**config.mk**
```make
export PLATFORM = sky130hd
export DESIGN_NAME = uart_tx_cfg
export DESIGN_NICKNAME = d
export VERILOG_FILES = /design/src/rtl/uart_pkg.sv /design/src/rtl/uart_tx_cfg.sv
export SDC_FILE = /design/constraint.sdc
export NUM_CORES = 1
export LEC_CHECK = 0
export ABC_AREA = 0
export BUFFER_PORTS_ARGS = -buffer_cell sky130_fd_sc_hd__buf_4
export CAP_MARGIN = 30
export CORE_UTILIZATION = 45
export CTS_CLUSTER_SIZE = 10
export DETAILED_ROUTE_END_ITERATION = 10
export GPL_TIMING_DRIVEN = 0
export MAX_ROUTING_LAYER = met4
export PLACE_DENSITY_LB_ADDON = 0.12
export SYNTH_ARGS = -nofsm -noshare
export SYNTH_HDL_FRONTEND = slang
export SYNTH_SLANG_ARGS = --single-unit
```
**constraint.sdc**
```tcl
create_clock -name clk_100MHz -period 4.35 [get_ports clk_100MHz]
set_clock_uncertainty 0.2 [all_clocks]
set_input_delay 1.0875 -clock clk_100MHz [delete_from_list [all_inputs] [get_ports clk_100MHz]]
set_output_delay 1.0875 -clock clk_100MHz [all_outputs]
set_load 0.05 [all_outputs]
```
**src/rtl/uart_pkg.sv**
```systemverilog
// Shared UART definitions: state encodings and parity modes.
// Also used by the matching receiver, so the encodings must stay stable.
package uart_pkg;

    typedef enum logic [2:0] {
        ST_IDLE   = 3'd0,
        ST_START  = 3'd1,
        ST_DATA   = 3'd2,
        ST_PARITY = 3'd3,
        ST_STOP   = 3'd4,
        ST_BREAK  = 3'd5
    } uart_state_t;

    localparam logic [1:0] PAR_NONE = 2'b00;
    localparam logic [1:0] PAR_EVEN = 2'b01;
    localparam logic [1:0] PAR_ODD  = 2'b10;
    localparam logic [1:0] PAR_MARK = 2'b11;

    // Parity bit for a data word (zero-extended to 9 bits, which leaves the XOR unchanged).
    function automatic logic parity_bit(input logic [1:0] mode, input logic [8:0] word);
        logic p_s;
        case (mode)
            PAR_EVEN: p_s = ^word;
            PAR_ODD:  p_s = ~^word;
            PAR_MARK: p_s = 1'b1;
            default:  p_s = 1'b0;
        endcase
        return p_s;
    endfunction

endpackage

```
**src/rtl/uart_tx_cfg.sv**
```systemverilog
// Configurable UART transmitter: DBITS data bits LSB-first, runtime parity,
// 1 or 2 stop bits, valid/ready input handshake and break generation.
// Bit timing is OVERSAMPLE sample_ticks per bit from the shared baud generator.
module uart_tx_cfg
    import uart_pkg::*;
#(
    parameter int DBITS      = 8,
    parameter int OVERSAMPLE = 16
) (
    input  logic             clk_100MHz,
    input  logic             reset,
    input  logic             sample_tick,
    input  logic             tx_valid,
    output logic             tx_ready,
    input  logic [DBITS-1:0] data_in,
    input  logic [1:0]       parity_mode,
    input  logic             stop2,
    input  logic             break_req,
    output logic             tx,
    output logic             tx_done,
    output logic             busy,
    output logic [2:0]       state_out
);

    localparam int TW = $clog2(2 * OVERSAMPLE);
    localparam int BW = ($clog2(DBITS) < 1) ? 1 : $clog2(DBITS);
    localparam logic [TW-1:0] BIT_LAST   = TW'(OVERSAMPLE - 1);
    localparam logic [TW-1:0] STOP2_LAST = TW'(2 * OVERSAMPLE - 1);
    localparam logic [BW-1:0] DBIT_LAST  = BW'(DBITS - 1);

    if (DBITS < 5 || DBITS > 9 || OVERSAMPLE < 2) begin : g_bad_param
        $error("uart_tx_cfg: DBITS must be 5..9 and OVERSAMPLE >= 2");
    end

    uart_state_t      state_r,    state_s;
    logic [TW-1:0]    tick_cnt_r, tick_cnt_s;
    logic [BW-1:0]    bit_cnt_r,  bit_cnt_s;
    logic [DBITS-1:0] shift_r,    shift_s;
    logic [DBITS-1:0] word_r,     word_s;
    logic [1:0]       par_mode_r, par_mode_s;
    logic             stop2_r,    stop2_s;
    logic             tx_r,       tx_s;
    logic             ready_s;
    logic             done_s;
    logic [TW-1:0]    stop_last_s;

    // Next-state, counter and line-level logic for the frame sequencer.
    always_comb begin
        state_s     = state_r;
        tick_cnt_s  = tick_cnt_r;
        bit_cnt_s   = bit_cnt_r;
        shift_s     = shift_r;
        word_s      = word_r;
        par_mode_s  = par_mode_r;
        stop2_s     = stop2_r;
        done_s      = 1'b0;
        ready_s     = (state_r == ST_IDLE) && !break_req;
        stop_last_s = stop2_r ? STOP2_LAST : BIT_LAST;

        case (state_r)
            ST_IDLE: begin
                // Break has priority over a pending frame.
                if (break_req) begin
                    state_s = ST_BREAK;
                end else if (tx_valid) begin
                    state_s    = ST_START;
                    tick_cnt_s = {TW{1'b0}};
                    bit_cnt_s  = {BW{1'b0}};
                    shift_s    = data_in;
                    word_s     = data_in;
                    par_mode_s = parity_mode;
                    stop2_s    = stop2;
                end else begin
                    state_s = ST_IDLE;
                end
            end
            ST_START: begin
                if (sample_tick && (tick_cnt_r == BIT_LAST)) begin
                    state_s    = ST_DATA;
                    tick_cnt_s = {TW{1'b0}};
                end else if (sample_tick) begin
                    tick_cnt_s = tick_cnt_r + TW'(1);
                end else begin
                    tick_cnt_s = tick_cnt_r;
                end
            end
            ST_DATA: begin
                if (sample_tick && (tick_cnt_r == BIT_LAST)) begin
                    tick_cnt_s = {TW{1'b0}};
                    shift_s    = {1'b0, shift_r[DBITS-1:1]};
                    if (bit_cnt_r == DBIT_LAST) begin
                        bit_cnt_s = {BW{1'b0}};
                        state_s   = (par_mode_r != PAR_NONE) ? ST_PARITY : ST_STOP;
                    end else begin
                        bit_cnt_s = bit_cnt_r + BW'(1);
                    end
                end else if (sample_tick) begin
                    tick_cnt_s = tick_cnt_r + TW'(1);
                end else begin
                    tick_cnt_s = tick_cnt_r;
                end
            end
            ST_PARITY: begin
                if (sample_tick && (tick_cnt_r == BIT_LAST)) begin
                    state_s    = ST_STOP;
                    tick_cnt_s = {TW{1'b0}};
                end else if (sample_tick) begin
                    tick_cnt_s = tick_cnt_r + TW'(1);
                end else begin
                    tick_cnt_s = tick_cnt_r;
                end
            end
            ST_STOP: begin
                if (sample_tick && (tick_cnt_r == stop_last_s)) begin
                    state_s    = ST_IDLE;
                    tick_cnt_s = {TW{1'b0}};
                    done_s     = 1'b1;
                end else if (sample_tick) begin
                    tick_cnt_s = tick_cnt_r + TW'(1);
                end else begin
                    tick_cnt_s = tick_cnt_r;
                end
            end
            ST_BREAK: begin
                if (!break_req) begin
                    state_s = ST_IDLE;
                end else begin
                    state_s = ST_BREAK;
                end
            end
            default: begin
                state_s = ST_IDLE;
            end
        endcase

        // The line register follows the level of the state being entered.
        case (state_s)
            ST_IDLE:   tx_s = 1'b1;
            ST_START:  tx_s = 1'b0;
            ST_DATA:   tx_s = shift_s[0];
            ST_PARITY: tx_s = parity_bit(par_mode_s, 9'(word_s));
            ST_STOP:   tx_s = 1'b1;
            ST_BREAK:  tx_s = 1'b0;
            default:   tx_s = 1'b1;
        endcase
    end

    // State, counters, latched frame configuration and the registered line.
    always_ff @(posedge clk_100MHz) begin
        if (reset) begin
            state_r    <= ST_IDLE;
            tick_cnt_r <= {TW{1'b0}};
            bit_cnt_r  <= {BW{1'b0}};
            shift_r    <= {DBITS{1'b0}};
            word_r     <= {DBITS{1'b0}};
            par_mode_r <= PAR_NONE;
            stop2_r    <= 1'b0;
            tx_r       <= 1'b1;
        end else begin
            state_r    <= state_s;
            tick_cnt_r <= tick_cnt_s;
            bit_cnt_r  <= bit_cnt_s;
            shift_r    <= shift_s;
            word_r     <= word_s;
            par_mode_r <= par_mode_s;
            stop2_r    <= stop2_s;
            tx_r       <= tx_s;
        end
    end

    assign tx        = tx_r;
    assign tx_ready  = ready_s && !reset;
    assign tx_done   = done_s && !reset;
    assign busy      = (state_r != ST_IDLE);
    assign state_out = state_r;

endmodule

```
==> results of run 1 <==
[state kept, by name, summed over array words and instances, names as in the netlist]
| name | cells |
|---|---|
| shift_r | 8 |
| word_r | 8 |
| tick_cnt_r | 5 |
| bit_cnt_r | 3 |
| state_out | 3 |
| par_mode_r | 2 |
| stop2_r | 1 |
| tx | 1 |
[tightest hold or removal path, delay by kind of cell (launching register included)]
| family | cells | cell delay (ns) |
|---|---|---|
| simple gates | 1 | 0.05 |
| compound gates | 1 | 0.05 |
| flops | 1 | 0.33 |
[cells in the final DEF (no fill, tap or decap), types with 2 or more instances in the layout]
cell / Yosys / final
nand2_1: 39 / 39
dfxtp_1: 31 / 31
buf_4: 0 / 22
a21oi_1: 15 / 15
nor2_1: 13 / 13
xnor2_1: 9 / 9
clkbuf_1: 4 / 6
a31oi_1: 6 / 6
clkbuf_4: 0 / 5
o21ai_0: 4 / 4
a22oi_1: 4 / 4
ha_1: 4 / 4
inv_1: 3 / 3
nor3_1: 3 / 3
buf_2: 3 / 3
a211oi_1: 3 / 3
buf_6: 2 / 2
and3_1: 2 / 2
nand3_1: 2 / 2
nor2b_1: 2 / 2
and2_1: 2 / 2
clkinv_2: 1 / 2
o211a_1: 2 / 2
o21bai_1: 2 / 2
nand4_1: 2 / 2
xor2_1: 2 / 2
[worst max-delay path by stage]
stage / startpoint / endpoint / slack [ns] / depth (start not counted)
finish: reset / tx_done / 1.08 / 4
global route: reset / tx_done / 0.94 / 4
CTS: reset / tx_done / 1.07 / 4
detailed placement: reset / tx_done / 1.08 / 4
global placement: reset / tx_done / 1.08 / 4
floorplan: reset / tx_done / 0.15 / 2
[stage by stage]
| step | instance area, sq um | hold slack, ns | utilization (%) | cells |
|---|---|---|---|---|
| 2_1_floorplan | 1460 | 0.237 | - | 175 |
| 3_3_place_gp | 1680 | 0.250 | 54.6 | 241 |
| 3_5_place_dp | 1680 | 0.261 | 54.6 | 241 |
| 4_1_cts | 1730 | 0.275 | 56.2 | 249 |
| 5_1_grt | 1730 | 0.300 | 56.2 | 249 |
| 6_report | 1730 | 0.275 | 56.2 | 249 |
[where the power goes]
| part | internal (W) | switching (W) | leakage [nW] |
|---|---|---|---|
| registers | 0.000299 | 0.0000123 | 0.252 |
| logic | 0.0000511 | 0.0000751 | 0.385 |
| clock network | 0.0000629 | 0.0000904 | 0.0293 |
| total | 0.000413 | 0.000178 | 0.666 |
[synthesized netlist by cell type (2+ instances only)]
cell type   n  area (sq um)
nand2_1    39           146
dfxtp_1    31           621
a21oi_1    15          75.1
nor2_1     13          48.8
xnor2_1     9          78.8
a31oi_1     6          37.5
a22oi_1     4          30.0
clkbuf_1    4          15.0
ha_1        4          50.1
o21ai_0     4          20.0
a211oi_1    3          22.5
buf_2       3          15.0
inv_1       3          11.3
nor3_1      3          15.0
and2_1      2          12.5
and3_1      2          12.5
buf_6       2          22.5
nand3_1     2          10.0
nand4_1     2          12.5
nor2b_1     2          12.5
o211a_1     2          20.0
o21bai_1    2          15.0
xor2_1      2          17.5
[per-layer routing]
metal	wire (microns)	GRT usage [%]	up-vias
li1	-	-	667
met1	1480	26.2	598
met2	1380	30.4	22
met3	106	4.84	4
met4	24	7.48	0
met5	0	-	-
[cells by family (layout without fill, tap and decap cells)]
| family | after synthesis | in the layout | share of synthesized area (%) |
|---|---|---|---|
| DFF | 31 | 31 | 42.5 |
| adders and majority gates | 4 | 4 | 3.43 |
| muxes | 2 | 2 | 1.46 |
| buffers and inverters | 13 | 43 | 4.71 |
| xor gates and xnor gates | 11 | 11 | 6.60 |
| and+or+nand+nor | 72 | 72 | 23.1 |
| AOI/OAI and AO/OA | 42 | 42 | 18.2 |
[layout make-up]
cell class,count,area share (%)
Multi-Input combinational cell,131,44.5
Sequential cell,31,35.9
Timing Repair Buffer,22,9.54
Tap cell,44,3.18
Buffer,9,3.04
Clock buffer,7,2.60
Inverter,4,0.940
Clock inverter,1,0.289
==> out/metrics.cfg, run 1 <==
[routing]
dr.pass1.iters=4
wl_mm=2.99
drc_errors=0
viasPerCell=5.18
via_count=1291
drt_iter0_markers=68
postRouteAntennaNets=0
wl_per_cell_microns=12.0

[clock_tree]
post_cts_resized=0
ctsHoldBuffers=0
cts_tree=yes
cts-htree-levels=2
cts_root_buffer=clkbuf_4
clk_latency_ns=0.32
post_cts_buffers=0
cts_buffer_depth=2
clock-sinks=31
cts-buffers-inserted=5
path_clk_slew_ns=0.09

[placed_design]
port_buffers=22
place_congestion=0.839
hpwl_mm=2.20
pre_cts_ws_ns=1.08

[setup_path]
critPathMaxFanout=10
critPathBufInv=3
path_cells=buf_4 > clkbuf_1 > nor4b_1 > buf_4
rr_worst_depth=9
crit_path_start_kind=input pin
crit_top_cell=buf_4
worst_ep_arrival_time_ns=1.98
r2r_end=tx$_SDFF_PP1_
required_ns=3.06
path_delay_family=buffers and inverters
crit_type=in -> out
cp_slowest_cell=nor4b_1
r2r_slack_ns=1.88
worstReg2RegStart=tick_cnt_r[0]$_SDFFE_PP0P_
worst_setup_path_end_kind=output port
slowest_delay_ns=0.30

[final_layout]
fillerInstances=301
drive_gt1_share_pct=18.5
syn2layout_area_growth_pct=18.5
nNetsFinal=224
antenna_cells=0
register_area_sq_um=621
multi_input_area_sq_um=771

[sta]
max_slew.worst_pin.slew_ns=0.487
totalNegativeSetupSlack_ns=0
rsz0062_at_grt=false
setup_viol=0
fin_crit_sh_pct=75.2
worst_slack_ns=1.08
drv_slew=0
timing.fmax_ghz=0.306
min_period_ns=3.27
max-slew-margin-rel_pct=67.5
hold_viol=0

[yosys]
ys_types=39
avgSynthCellArea_sq_um=8.34
ys_seq_area_share_pct=42.5
synth_seq_cells=31
synth_area_sq_um=1460
ys_warn_count=0
synth-edff-count=0
async_flop_share_pct=0
ys.flop_type=dfxtp_1
syn_inst=175
syn-num-nets=195

[global_route]
grt_max_degree=11
grt-ovfl-total=0
grt_pass1_vias=1185
grt_pass1_wl_mm=5.15
antenna_found_initial=0
grt.total_usage_pct=20.2

[power_and_ir_drop]
leakagePower_nw=0.666
vdd_drop_max_uv=200
power_w=0.000591
p_per_area_nw_per_um2=341

[outcome]
status=completed

[worst_hold_path]
whs_endpoint=word_r[3]$_SDFF_PP0_
hold_class=reg -> reg
min_from=word_r[3]$_SDFF_PP0_
holdPathStages=2

[die]
io_pins=23
die_w_microns=59.0
die_area_sq_um=3480
fp.dieH_microns=59.0
row_count=20
core_area_sq_um=3080
start_util_pct=47.4

[run]
max-cap-violations=0

Power figures use the tool's default switching activity.
==> run 2, diff against run 1 <==
Settings changed: ABC_AREA 0 to 1.
Clock period 4.35 ns to 2.7 ns, I/O delays scaled along.
==> run 2 against run 1 <==
Worst hold slack got worse by 0.012 ns. Final cell count is 31% higher. Clock power grew 110%. Critical path type is now reg -> reg. Largest cell class unchanged.
==> out/metrics.cfg, run 2 <==
[clock_tree]
cts-buffers-inserted=5
post_cts_resized=0
post_cts_buffers=0
clock-sinks=31
cts_root_buffer=clkbuf_8
clk_latency_ns=0.28
cts_buffer_depth=2
cts_tree=yes
cts-htree-levels=2
path_clk_slew_ns=0.06
ctsHoldBuffers=0

[die]
fp.dieH_microns=63.1
die_area_sq_um=3980
start_util_pct=48.7
io_pins=23
core_area_sq_um=3440
die_w_microns=63.1
row_count=21

[yosys]
post-synth-top-count-cell=nand2_1
syn_inst=251
synthTopCellsByArea=dfxtp_1, nand2_1, nor2_1
ys.flop_type=dfxtp_1
ys_types=29
synth-edff-count=0
yosysTopAreaCellShare_pct=37.0
ys_seq_area_share_pct=37.0
synth_seq_cells=31
synth_area_sq_um=1680
async_flop_share_pct=0
synth_largest_area_cell=dfxtp_1
syn-num-nets=271
ys_warn_count=0
avgSynthCellArea_sq_um=6.68
synth_commonest_cells=nand2_1, nor2_1, dfxtp_1, inv_1, a21oi_1

[routing]
wl_mm=3.59
dr.pass1.iters=4
wl_per_cell_microns=11.0
via_count=1588
drt_iter0_markers=61
viasPerCell=4.89
drc_errors=0
postRouteAntennaNets=0

[setup_path]
crit_path_start_kind=register
crit_type=reg -> reg
required_ns=2.67
critPathMaxFanout=10
worst_ep_arrival_time_ns=2.42
worst_setup_path_end_kind=register

[placed_design]
place_congestion=0.827
dp.cells=319
pre_cts_ws_ns=0.256
hpwl_mm=2.77
port_buffers=22

[global_route]
grt_pass1_vias=1402
grt-ovfl-total=0
grt_max_degree=11
antenna_found_initial=0
grt_pass1_wl_mm=6.20
grt.total_usage_pct=20.7

[final_layout]
syn2layout_area_growth_pct=17.9
drive_gt1_share_pct=15.4
antenna_cells=0
final_common_cell=nand2_1
fillerInstances=360
stdcell_count=325
largestRegisters=shift_r: 8 flops, word_r: 8 flops, tick_cnt_r: 5 flops
nNetsFinal=300
mostFrequentLayoutCells=nand2_1, nor2_1, inv_1, dfxtp_1, buf_4

[sta]
rsz0062_at_grt=false
max_slew.worst_pin.slew_ns=0.507
max-slew-margin-rel_pct=66.0
setup_viol=0
drv_slew=0
timing.fmax_ghz=0.408
totalNegativeSetupSlack_ns=0
hold_viol=0
fin_hold_ws_ns=0.263
fin_crit_sh_pct=90.8
worst_slack_ns=0.249
min_period_ns=2.45

[outcome]
status=completed

[run]
max-cap-violations=0

[power_and_ir_drop]
vdd_drop_max_uv=324
leakagePower_nw=0.960
p_per_area_nw_per_um2=568

[worst_hold_path]
hold_class=reg -> reg

run 2: cells by family (layout without fill, tap and decap cells):
logic type	after synthesis	count (layout)	share of synthesized area (%)
compound gates	39	39	13.2
xor+xnor	1	1	0.522
fa+ha+maj	4	4	2.98
buf+inv	39	67	9.25
flops	31	31	37.0
mux	2	2	1.19
simple gates	135	135	35.9
run 2: layout make-up:
class	count	area [sq um]	area share, %
plain buffers	4	23.8	1.20
clock buffers	6	72.6	3.67
inverters	35	131	6.64
multi-input cells	181	907	45.9
flip-flops and latches	31	621	31.4
well taps	46	57.6	2.91
repair buffers	22	165	8.35
run 2: final timing paths:
kind / start / endpoint / slack, ns / cells past startpoint
max: tick_cnt_r[1]$_SDFFE_PP0P_ / bit_cnt_r[2]$_SDFFE_PP0P_ / 0.25 / 10
min: shift_r[7]$_SDFFE_PP0P_ / shift_r[7]$_SDFFE_PP0P_ / 0.26 / 2
max reg2reg: tick_cnt_r[1]$_SDFFE_PP0P_ / bit_cnt_r[2]$_SDFFE_PP0P_ / 0.25 / 10
min reg2reg: shift_r[7]$_SDFFE_PP0P_ / shift_r[7]$_SDFFE_PP0P_ / 0.26 / 2
run 2: per-layer routing:
layer  part of all wire [%]  GRT usage, %  up-vias  wire [microns]
met5                      0             -        -               0
met4                    1.6          7.85        0              59
met3                    3.2          6.16        6             114
met2                     42          30.4       21            1520
met1                     53          26.6      697            1890
li1                       -             -      864               -
run 2: worst max-delay path, cell delays in order, from the launching register on:
cell and delay [ns]:
dfxtp_1 0.36, ha_1 0.16, inv_1 0.06, nor3_1 0.23, ha_1 0.20, nand2_1 0.12
nor3_2 0.46, nor2_1 0.16, buf_2 0.22, a21oi_1 0.13, nor2_1 0.06
run 2: stage by stage:
step | area, sq um | power [W] | utilization (%)
after global routing | 1980 | 0.00120 | 57.5
after detailed placement | 1910 | 0.000806 | 55.4
after global placement | 1910 | 0.000803 | 55.4
after CTS | 1980 | 0.00114 | 57.5
final | 1980 | 0.00112 | 57.5
after floorplan | 1680 | 0.000730 | -
run 2: where the power goes:
| part | leakage [nW] | switching [W] | internal [W] |
|---|---|---|---|
| logic | 0.670 | 0.000186 | 0.000101 |
| registers | 0.253 | 0.0000206 | 0.000488 |
| clock network | 0.0371 | 0.000157 | 0.000171 |
| total | 0.960 | 0.000364 | 0.000761 |
